===== config.mk =====
export PLATFORM = sky130hd
export DESIGN_NAME = turn_signal_controller_flat
export DESIGN_NICKNAME = d
export VERILOG_FILES = /design/src/rtl/turn_signal_controller_pkg.sv /design/src/rtl/turn_signal_controller_if.sv /design/src/rtl/turn_signal_controller_step_tick_gen.sv /design/src/rtl/turn_signal_controller.sv /design/src/flat_wrapper.sv
export SDC_FILE = /design/constraint.sdc
export NUM_CORES = 1
export LEC_CHECK = 0
export ABC_CLOCK_PERIOD_IN_PS = 2310
export BUFFER_PORTS_ARGS = -buffer_cell sky130_fd_sc_hd__buf_2
export CAP_MARGIN = 20
export CORE_UTILIZATION = 60
export CTS_BUF_LIST = sky130_fd_sc_hd__clkbuf_2 sky130_fd_sc_hd__clkbuf_4 sky130_fd_sc_hd__clkbuf_8
export CTS_CLUSTER_DIAMETER = 40
export DETAILED_ROUTE_END_ITERATION = 8
export PLACE_DENSITY = 0.79
export SYNTH_ARGS = -nofsm -noshare
export SYNTH_HDL_FRONTEND = slang
export SYNTH_SLANG_ARGS = --single-unit
export TNS_END_PERCENT = 30

===== constraint.sdc =====
create_clock -name Clk_In -period 2.31 [get_ports Clk_In]
set_clock_uncertainty 0.1 [all_clocks]
set_input_delay 0.1155 -clock Clk_In [delete_from_list [all_inputs] [get_ports Clk_In]]
set_output_delay 0.1155 -clock Clk_In [all_outputs]
set_load 0.05 [all_outputs]

===== src/rtl/turn_signal_controller_pkg.sv =====
// Shared types and constants for the Thunderbird tail-light sequencer.
// Provides the 3-bit state encoding, lamp patterns and a lamp decode helper.
package turn_signal_controller_pkg;

  localparam int unsigned LAMP_W = 3;

  typedef enum logic [2:0] {
    ST_IDLE = 3'd0,
    ST_L1   = 3'd1,
    ST_L2   = 3'd2,
    ST_L3   = 3'd3,
    ST_R1   = 3'd4,
    ST_R2   = 3'd5,
    ST_R3   = 3'd6,
    ST_HAZ  = 3'd7
  } state_t;

  localparam logic [LAMP_W-1:0] LAMP_OFF = 3'b000;
  localparam logic [LAMP_W-1:0] LAMP_1   = 3'b001;
  localparam logic [LAMP_W-1:0] LAMP_2   = 3'b011;
  localparam logic [LAMP_W-1:0] LAMP_3   = 3'b111;

  typedef struct packed {
    logic [LAMP_W-1:0] l;
    logic [LAMP_W-1:0] r;
  } lamps_t;

  // Moore lamp pattern for a given state; anything unexpected is dark.
  function automatic lamps_t decode_lamps(input state_t s);
    lamps_t o;
    o = '{l: LAMP_OFF, r: LAMP_OFF};
    case (s)
      ST_L1:   o.l = LAMP_1;
      ST_L2:   o.l = LAMP_2;
      ST_L3:   o.l = LAMP_3;
      ST_R1:   o.r = LAMP_1;
      ST_R2:   o.r = LAMP_2;
      ST_R3:   o.r = LAMP_3;
      ST_HAZ:  o = '{l: LAMP_3, r: LAMP_3};
      default: o = '{l: LAMP_OFF, r: LAMP_OFF};
    endcase
    return o;
  endfunction

endpackage


===== src/rtl/turn_signal_controller_if.sv =====
// Switch inputs and lamp/tick outputs of the tail-light sequencer.
//   Left, Right, Haz : switch levels (asynchronous to the clock)
//   L_Out, R_Out     : lamp drives, bit0 innermost
//   Step_Tick        : one-cycle step enable
interface turn_signal_controller_if;
  logic       Left;
  logic       Right;
  logic       Haz;
  logic [2:0] L_Out;
  logic [2:0] R_Out;
  logic       Step_Tick;

  modport master (output Left, Right, Haz, input L_Out, R_Out, Step_Tick);
  modport slave  (input Left, Right, Haz, output L_Out, R_Out, Step_Tick);
endinterface


===== src/rtl/turn_signal_controller_step_tick_gen.sv =====
// Step enable generator: free-running 0..DIV_COUNT-1 counter, tick on the last count.
//   Clk_In    : clock
//   Rst       : asynchronous active-high reset
//   Step_Tick : high for one cycle every DIV_COUNT cycles
module step_tick_gen #(
  parameter int unsigned DIV_COUNT = 50000000
) (
  input  logic Clk_In,
  input  logic Rst,
  output logic Step_Tick
);

  localparam int unsigned CNT_W = (DIV_COUNT > 1) ? $clog2(DIV_COUNT) : 1;
  localparam logic [CNT_W-1:0] LAST = CNT_W'(DIV_COUNT - 1);

  logic [CNT_W-1:0] count;

  // Wrapping step counter.
  always_ff @(posedge Clk_In or posedge Rst) begin
    if (Rst) begin
      count <= '0;
    end else if (count == LAST) begin
      count <= '0;
    end else begin
      count <= count + CNT_W'(1);
    end
  end

  // Masked by reset so DIV_COUNT=1 stays low while held in reset.
  assign Step_Tick = (count == LAST) && !Rst;

endmodule


===== src/rtl/turn_signal_controller.sv =====
// Thunderbird tail-light sequencer: left/right chase and hazard flash, one step per tick.
//   Clk_In : board clock
//   Rst    : asynchronous active-high reset
//   bus    : switches in, lamps and step tick out (slave modport)
module turn_signal_controller
  import turn_signal_controller_pkg::*;
#(
  parameter int unsigned DIV_COUNT = 50000000
) (
  input  logic                     Clk_In,
  input  logic                     Rst,
  turn_signal_controller_if.slave  bus
);

  logic       tick;
  logic [2:0] sync1;
  logic [2:0] sync2;
  logic       left_s;
  logic       right_s;
  logic       hreq;
  state_t     state;
  state_t     state_nxt;
  lamps_t     lamps;
  lamps_t     lamps_nxt;

  step_tick_gen #(.DIV_COUNT(DIV_COUNT)) u_tick (
    .Clk_In    (Clk_In),
    .Rst       (Rst),
    .Step_Tick (tick)
  );

  // Two-flop synchronizer for {Haz, Right, Left}.
  always_ff @(posedge Clk_In or posedge Rst) begin
    if (Rst) begin
      sync1 <= '0;
      sync2 <= '0;
    end else begin
      sync1 <= {bus.Haz, bus.Right, bus.Left};
      sync2 <= sync1;
    end
  end

  assign left_s  = sync2[0];
  assign right_s = sync2[1];
  assign hreq    = sync2[2] | (sync2[0] & sync2[1]);

  // State and lamp registers; lamps load the decode of the next state.
  always_ff @(posedge Clk_In or posedge Rst) begin
    if (Rst) begin
      state <= ST_IDLE;
      lamps <= '{l: LAMP_OFF, r: LAMP_OFF};
    end else begin
      state <= state_nxt;
      lamps <= lamps_nxt;
    end
  end

  // Next state: advance only on a tick; hazard request preempts a chase.
  always_comb begin
    state_nxt = state;
    if (tick) begin
      case (state)
        ST_IDLE: begin
          if (hreq)         state_nxt = ST_HAZ;
          else if (left_s)  state_nxt = ST_L1;
          else if (right_s) state_nxt = ST_R1;
          else              state_nxt = ST_IDLE;
        end
        ST_L1:   state_nxt = hreq ? ST_HAZ : ST_L2;
        ST_L2:   state_nxt = hreq ? ST_HAZ : ST_L3;
        ST_L3:   state_nxt = hreq ? ST_HAZ : ST_IDLE;
        ST_R1:   state_nxt = hreq ? ST_HAZ : ST_R2;
        ST_R2:   state_nxt = hreq ? ST_HAZ : ST_R3;
        ST_R3:   state_nxt = hreq ? ST_HAZ : ST_IDLE;
        ST_HAZ:  state_nxt = ST_IDLE;
        default: state_nxt = ST_IDLE;
      endcase
    end
  end

  // Output decode of the next state so lamps change on the same edge as the state.
  always_comb begin
    lamps_nxt = decode_lamps(state_nxt);
  end

  assign bus.L_Out     = lamps.l;
  assign bus.R_Out     = lamps.r;
  assign bus.Step_Tick = tick;

endmodule


===== src/flat_wrapper.sv =====
// flat-port wrapper written by rule: the top's interface ports become plain ports
module turn_signal_controller_flat import turn_signal_controller_pkg::*;
#(
  parameter int unsigned DIV_COUNT = 50000000
)
  (Clk_In, Rst, bus_Left, bus_Right, bus_Haz, bus_L_Out, bus_R_Out, bus_Step_Tick);
  turn_signal_controller_if bus_i ();
  input  logic Clk_In;
  input  logic Rst;
  input wire logic [$bits(bus_i.Left)-1:0] bus_Left;
  input wire logic [$bits(bus_i.Right)-1:0] bus_Right;
  input wire logic [$bits(bus_i.Haz)-1:0] bus_Haz;
  output wire logic [$bits(bus_i.L_Out)-1:0] bus_L_Out;
  output wire logic [$bits(bus_i.R_Out)-1:0] bus_R_Out;
  output wire logic [$bits(bus_i.Step_Tick)-1:0] bus_Step_Tick;
  assign bus_i.Left = bus_Left;
  assign bus_i.Right = bus_Right;
  assign bus_i.Haz = bus_Haz;
  assign bus_L_Out = bus_i.L_Out;
  assign bus_R_Out = bus_i.R_Out;
  assign bus_Step_Tick = bus_i.Step_Tick;
  turn_signal_controller #(.DIV_COUNT(DIV_COUNT)) u_core (.Clk_In(Clk_In), .Rst(Rst), .bus(bus_i));
endmodule

Yosys cells after proc, flatten, opt, wreduce, memory -nomap -nowiden
Cells that the tools add are included.
{"block": "word_totals", "mem_count": 0, "regBits": 41, "input_bits": 5, "mem_bits_rw": 0, "rom_bits": 0, "latchBits": 0, "wordCells": 43}
{"block": "op_classes", "muxes": 13, "reduce_logical": 6, "multipliers": 0, "order_cmp": 0, "n_bitwise": 2, "n_addsub": 1, "div": 0, "shifts": 0, "eq_ne": 15}
{"operator": "adder 26 x 1 -> 26 bit, second input constant", "n": 1}
{"operator": "equality test 26 bit, second input constant", "n": 1}
{"operator": "two-way mux 26 bit", "n": 1}
{"operator": "equality test 3 bit, second input constant", "n": 8}
{"operator": "two-way mux 3 bit", "n": 7}
{"operator": "case mux 3 bit (7 select lines)", "n": 1}
{"operator": "case mux 3 bit (3 select lines)", "n": 2}
{"operator": "equality test 3 x 2 -> 1 bit, second input constant", "n": 4}
{"operator": "equality test 3 x 1 -> 1 bit, second input constant", "n": 2}
{"operator": "OR reduction 2 bit", "n": 3}
{"operator": "zero test 3 bit", "n": 1}
{"operator": "two-way mux 2 bit", "n": 1}
{"operator": "AND 1 bit", "n": 1}
{"operator": "logical AND 1 bit", "n": 1}
{"operator": "zero test 1 bit", "n": 1}
{"operator": "two-way mux 1 bit", "n": 1}
{"operator": "OR 1 bit", "n": 1}

Logic depth before layout (Yosys ltp)
{"block": "depth", "word_depth": 8, "ltp_mapped": 7}

Cells and area by module
Synthesis repeated with hierarchy kept, for this count alone.
{"block": "hier_totals", "cells_unflattened": 175, "hier_area_um2": 1895.6}
{"module": "step_tick_gen", "n_inst": 1, "seq_area_each_um2": 650.6, "cells_per_inst": 129, "area_per_inst_um2": 1321.3}
{"module": "turn_signal_controller", "n_inst": 1, "seq_area_each_um2": 375.4, "cells_per_inst": 46, "area_per_inst_um2": 574.3}

Worst setup path after synthesis
Ideal clock, no wire load.
{"block": "synth_path", "path_type": "reg-to-reg", "from": "register u_core.u_tick.count[0]", "to": "register u_core.u_tick.count[22]", "setup_time_ns": 0.119, "slack_ns": 0.297, "t_arrival_ns": 1.793, "path_stages_with_launch": 8, "synth_period_minus_slack_ns": 2.013, "required_time_ns": 2.091, "path_cell_list": "dfrtp_1 > ha_1 > nand3_2 > or4_4 > buf_6 > nor4_4 > xnor2_1 > nor2_2"}
{"block": "synth_between", "elab_chain_cells": 2}
{"item": "start, declared", "line": "turn_signal_controller_step_tick_gen.sv:16", "rtl": "logic [CNT_W-1:0] count;"}
{"item": "start signal, assigned", "line": "turn_signal_controller_step_tick_gen.sv:25", "rtl": "count <= count + CNT_W'(1);"}
{"item": "adder 26 x 1 -> 26 bit or equality test 26 bit (tied branches)", "line": "turn_signal_controller_step_tick_gen.sv:25, turn_signal_controller_step_tick_gen.sv:22"}
{"item": "two-way mux 26 bit (*)", "line": "turn_signal_controller_step_tick_gen.sv:22", "rtl": "end else if (count == LAST) begin"}
Mark *: on every way between the ends. The rest lies on a longest branch, timed or not.

==> reports/qor.yml <==
synth_ff_type: "dfrtp_1"
gp_congestion: 0.812
path_max_fanout: 6
n_fill_cell: 239
initial_utilization_pct: 63.5
cp.required_ns: 2.47
synth_top_cell_area_share_pct: 52.5
ys_seq_elements: 41
synth_nets: 190
slew_viol_final: 0
cts_max_level: 2
diodes: 0
synth_most_common_cell: "dfrtp_1"
yosysSeqAreaShare_pct: 52.5
wl_per_cell_um: 14.0
core_um2: 3080
min_path_cells: 0
finalHoldViolCount: 0
arrival_ns: 2.36
synth_cells: 184
final-seq-area_um2: 1030
multi_input_area_um2: 870
r2r_slack_ns: 0.11
drive_gt1_share_pct: 19.8
endpoint_kind: "register"
fin_ws_ns: 0.112
drt_iter0_markers: 89
r2r_cells: 6
fin_crit_ns: 2.20
final-setup-viol-count: 0
die_x_um: 59.1
yosys_warnings: 0
synth_area_leaders: "dfrtp_1 52%, xnor2_1 5.4%, nor2_1 4.6%"
min-delay-start: "u_core.sync1[2]"
maxCapViolCount: 0
irDropWorstVdd_v: 0.000402
postSynth.asyncResetShare_pct: 100
antenna_found_initial: 0
clock_sinks: 41
clockBufferDepth: 2
critPathLaunchType: "register"
yosysTopAreaCell: "dfrtp_1"
holdPathEnd: "u_core.sync2[2]"
synthToLayoutAreaGrowth_pct: 13.9
port_buffers: 11
power_density_nw_per_um2: 591
hpwl_um: 2440
path_class: "reg -> reg"
synth_area_um2: 1960
status: "finished, final reports clean"
ios: 12
post-route-period-util_pct: 95.1
grt_overflow_total: 0
rows: 20
fin_nets: 212
grt_usage_pct: 24.0
post_drt_via_cell_ratio: 5.59
fin_area_um2: 2230
dr.pass1.iters: 4
clk_latency_ns: 0.35
cts_tree: "yes"
synth_edf_count: 0
cts_root_buf: "clkbuf_4"
leakage_nw: 1.01
grt_pass1_vias: 1331
grt_pass1_wl_um: 6020
synth.avg_cell_area_um2: 10.6
hold_class: "reg -> reg"
synthDistinctLibCells: 42
worst_slew_pin_slew_ns: 0.678
r2r_start: "u_core.u_tick.count[0]"
worstReg2RegEnd: "u_core.bus.L_Out[0]"
grt_start_max_net_pins: 25
synth_commonest_cells: "41 x dfrtp_1, 24 x nor2_1, 12 x nand2_1, 12 x xnor2_1, 10 x xor2_1"
relSlewSlack_pct: 54.8
totalWireLength_um: 3510
place_area_um2: 2070
chipHeight_um: 59.1
setup_tns_ns: 0
ant_nets: 0
place_ws_ns: 0.130
die_area_um2: 3490
num_vias: 1402
grt_setup_unrepaired: "false"
numCtsBuffers: 5
fmax_ghz: 0.455
clk_pin_slew_ns: 0.11
drt_drc_violations_left: 0
-- final cells by class --
class                   instances  area share (%)
inverters                       8            1.35
repair buffers                 20            6.51
multi-input cells             130            39.0
clock buffers                   5            1.68
flip-flops and latches         41            46.0
well taps                      44            2.47
clock inverters                 3            2.92
-- placed cells by master, fill, tap and decap left out, types with 4 or more instances in the layout --
| cell | n |
|---|---|
| buf_4 | 4 |
| nor2_1 | 24 |
| nand3_1 | 9 |
| and3_1 | 4 |
| dfrtp_1 | 41 |
| a21oi_1 | 5 |
| clkbuf_4 | 5 |
| xor2_1 | 10 |
| nor4_1 | 4 |
| dlygate4sd3_1 | 4 |
| xnor2_1 | 12 |
| buf_2 | 11 |
| nand2_1 | 11 |
| inv_1 | 8 |
| nor3_1 | 4 |
| nand4_1 | 6 |
-- per-layer routing --
layer	part of all wire [%]	global-route usage, %	vias to the layer above
li1	-	-	682
met1	46	31.2	678
met2	49	37.2	36
met3	4.1	9.17	6
met4	1.5	7.48	0
met5	0	0	-
-- where the power goes --
| part | total [mW] | switching [mW] | internal [mW] |
|---|---|---|---|
| clock network | 0.559 | 0.224 | 0.335 |
| logic | 0.0330 | 0.0201 | 0.0129 |
| registers | 0.726 | 0.00317 | 0.723 |
-- stage by stage --
stage	power (mW)	instances	util, %	hold WS (ns)
after floorplan	0.755	184	-	0.0469
after global placement	0.767	237	67.1	0.123
after detailed placement	0.769	237	67.1	0.125
after CTS	1.33	249	71.7	0.265
after global routing	1.37	251	72.4	0.272
final	1.32	251	72.4	0.262
-- worst max-delay path by stage --
| stage | cells after the start | slack [ns] | startpoint | endpoint |
|---|---|---|---|---|
| floorplan | 7 | 0.30 | u_core.u_tick.count[0] | u_core.u_tick.count[22] |
| global placement | 6 | 0.24 | u_core.u_tick.count[0] | u_core.bus.R_Out[2] |
| detailed placement | 6 | 0.13 | u_core.u_tick.count[0] | u_core.bus.L_Out[0] |
| CTS | 6 | 0.08 | u_core.u_tick.count[0] | u_core.bus.R_Out[2] |
| global route | 5 | 0.003 | u_core.u_tick.count[16] | u_core.bus.L_Out[0] |
| finish | 6 | 0.11 | u_core.u_tick.count[0] | u_core.bus.L_Out[0] |
-- kinds of logic (layout without fill, tap and decap cells) --
kind of cell,count (synthesis),in the layout,synth area share (%)
AOI/OAI and AO/OA,17,17,6.21
adders and majority gates,1,1,0.640
DFF,41,41,52.5
muxes,2,2,1.09
xor gates and xnor gates,22,22,9.85
buffers and inverters,13,36,3.33
and+or+nand+nor,88,88,26.4
-- state kept, by name, indices dropped and copies added, names as in the netlist --
register,cells
u_core.u_tick.count,26
u_core.bus.L_Out,3
u_core.bus.R_Out,3
u_core.state,3
u_core.sync1,3
u_core.sync2,3
-- critical path: stages (launching register included) --
cell	delay, ns
dfrtp_1	0.40
ha_2	0.24
nand3_2	0.12
or4_4	0.53
o41ai_2	0.36
a211oi_2	0.12
a32oi_1	0.23
-- what timing repair did --
| item | in CTS | in global routing |
|---|---|---|
| resized for setup | 0 | 2 |
| hold buffers | 4 | 0 |
| setup endpoints to repair | 0 | 3 |
| buffers inserted | 0 | 2 |
| hold endpoints to repair | 20 | 0 |
Power figures use the tool's default switching activity.
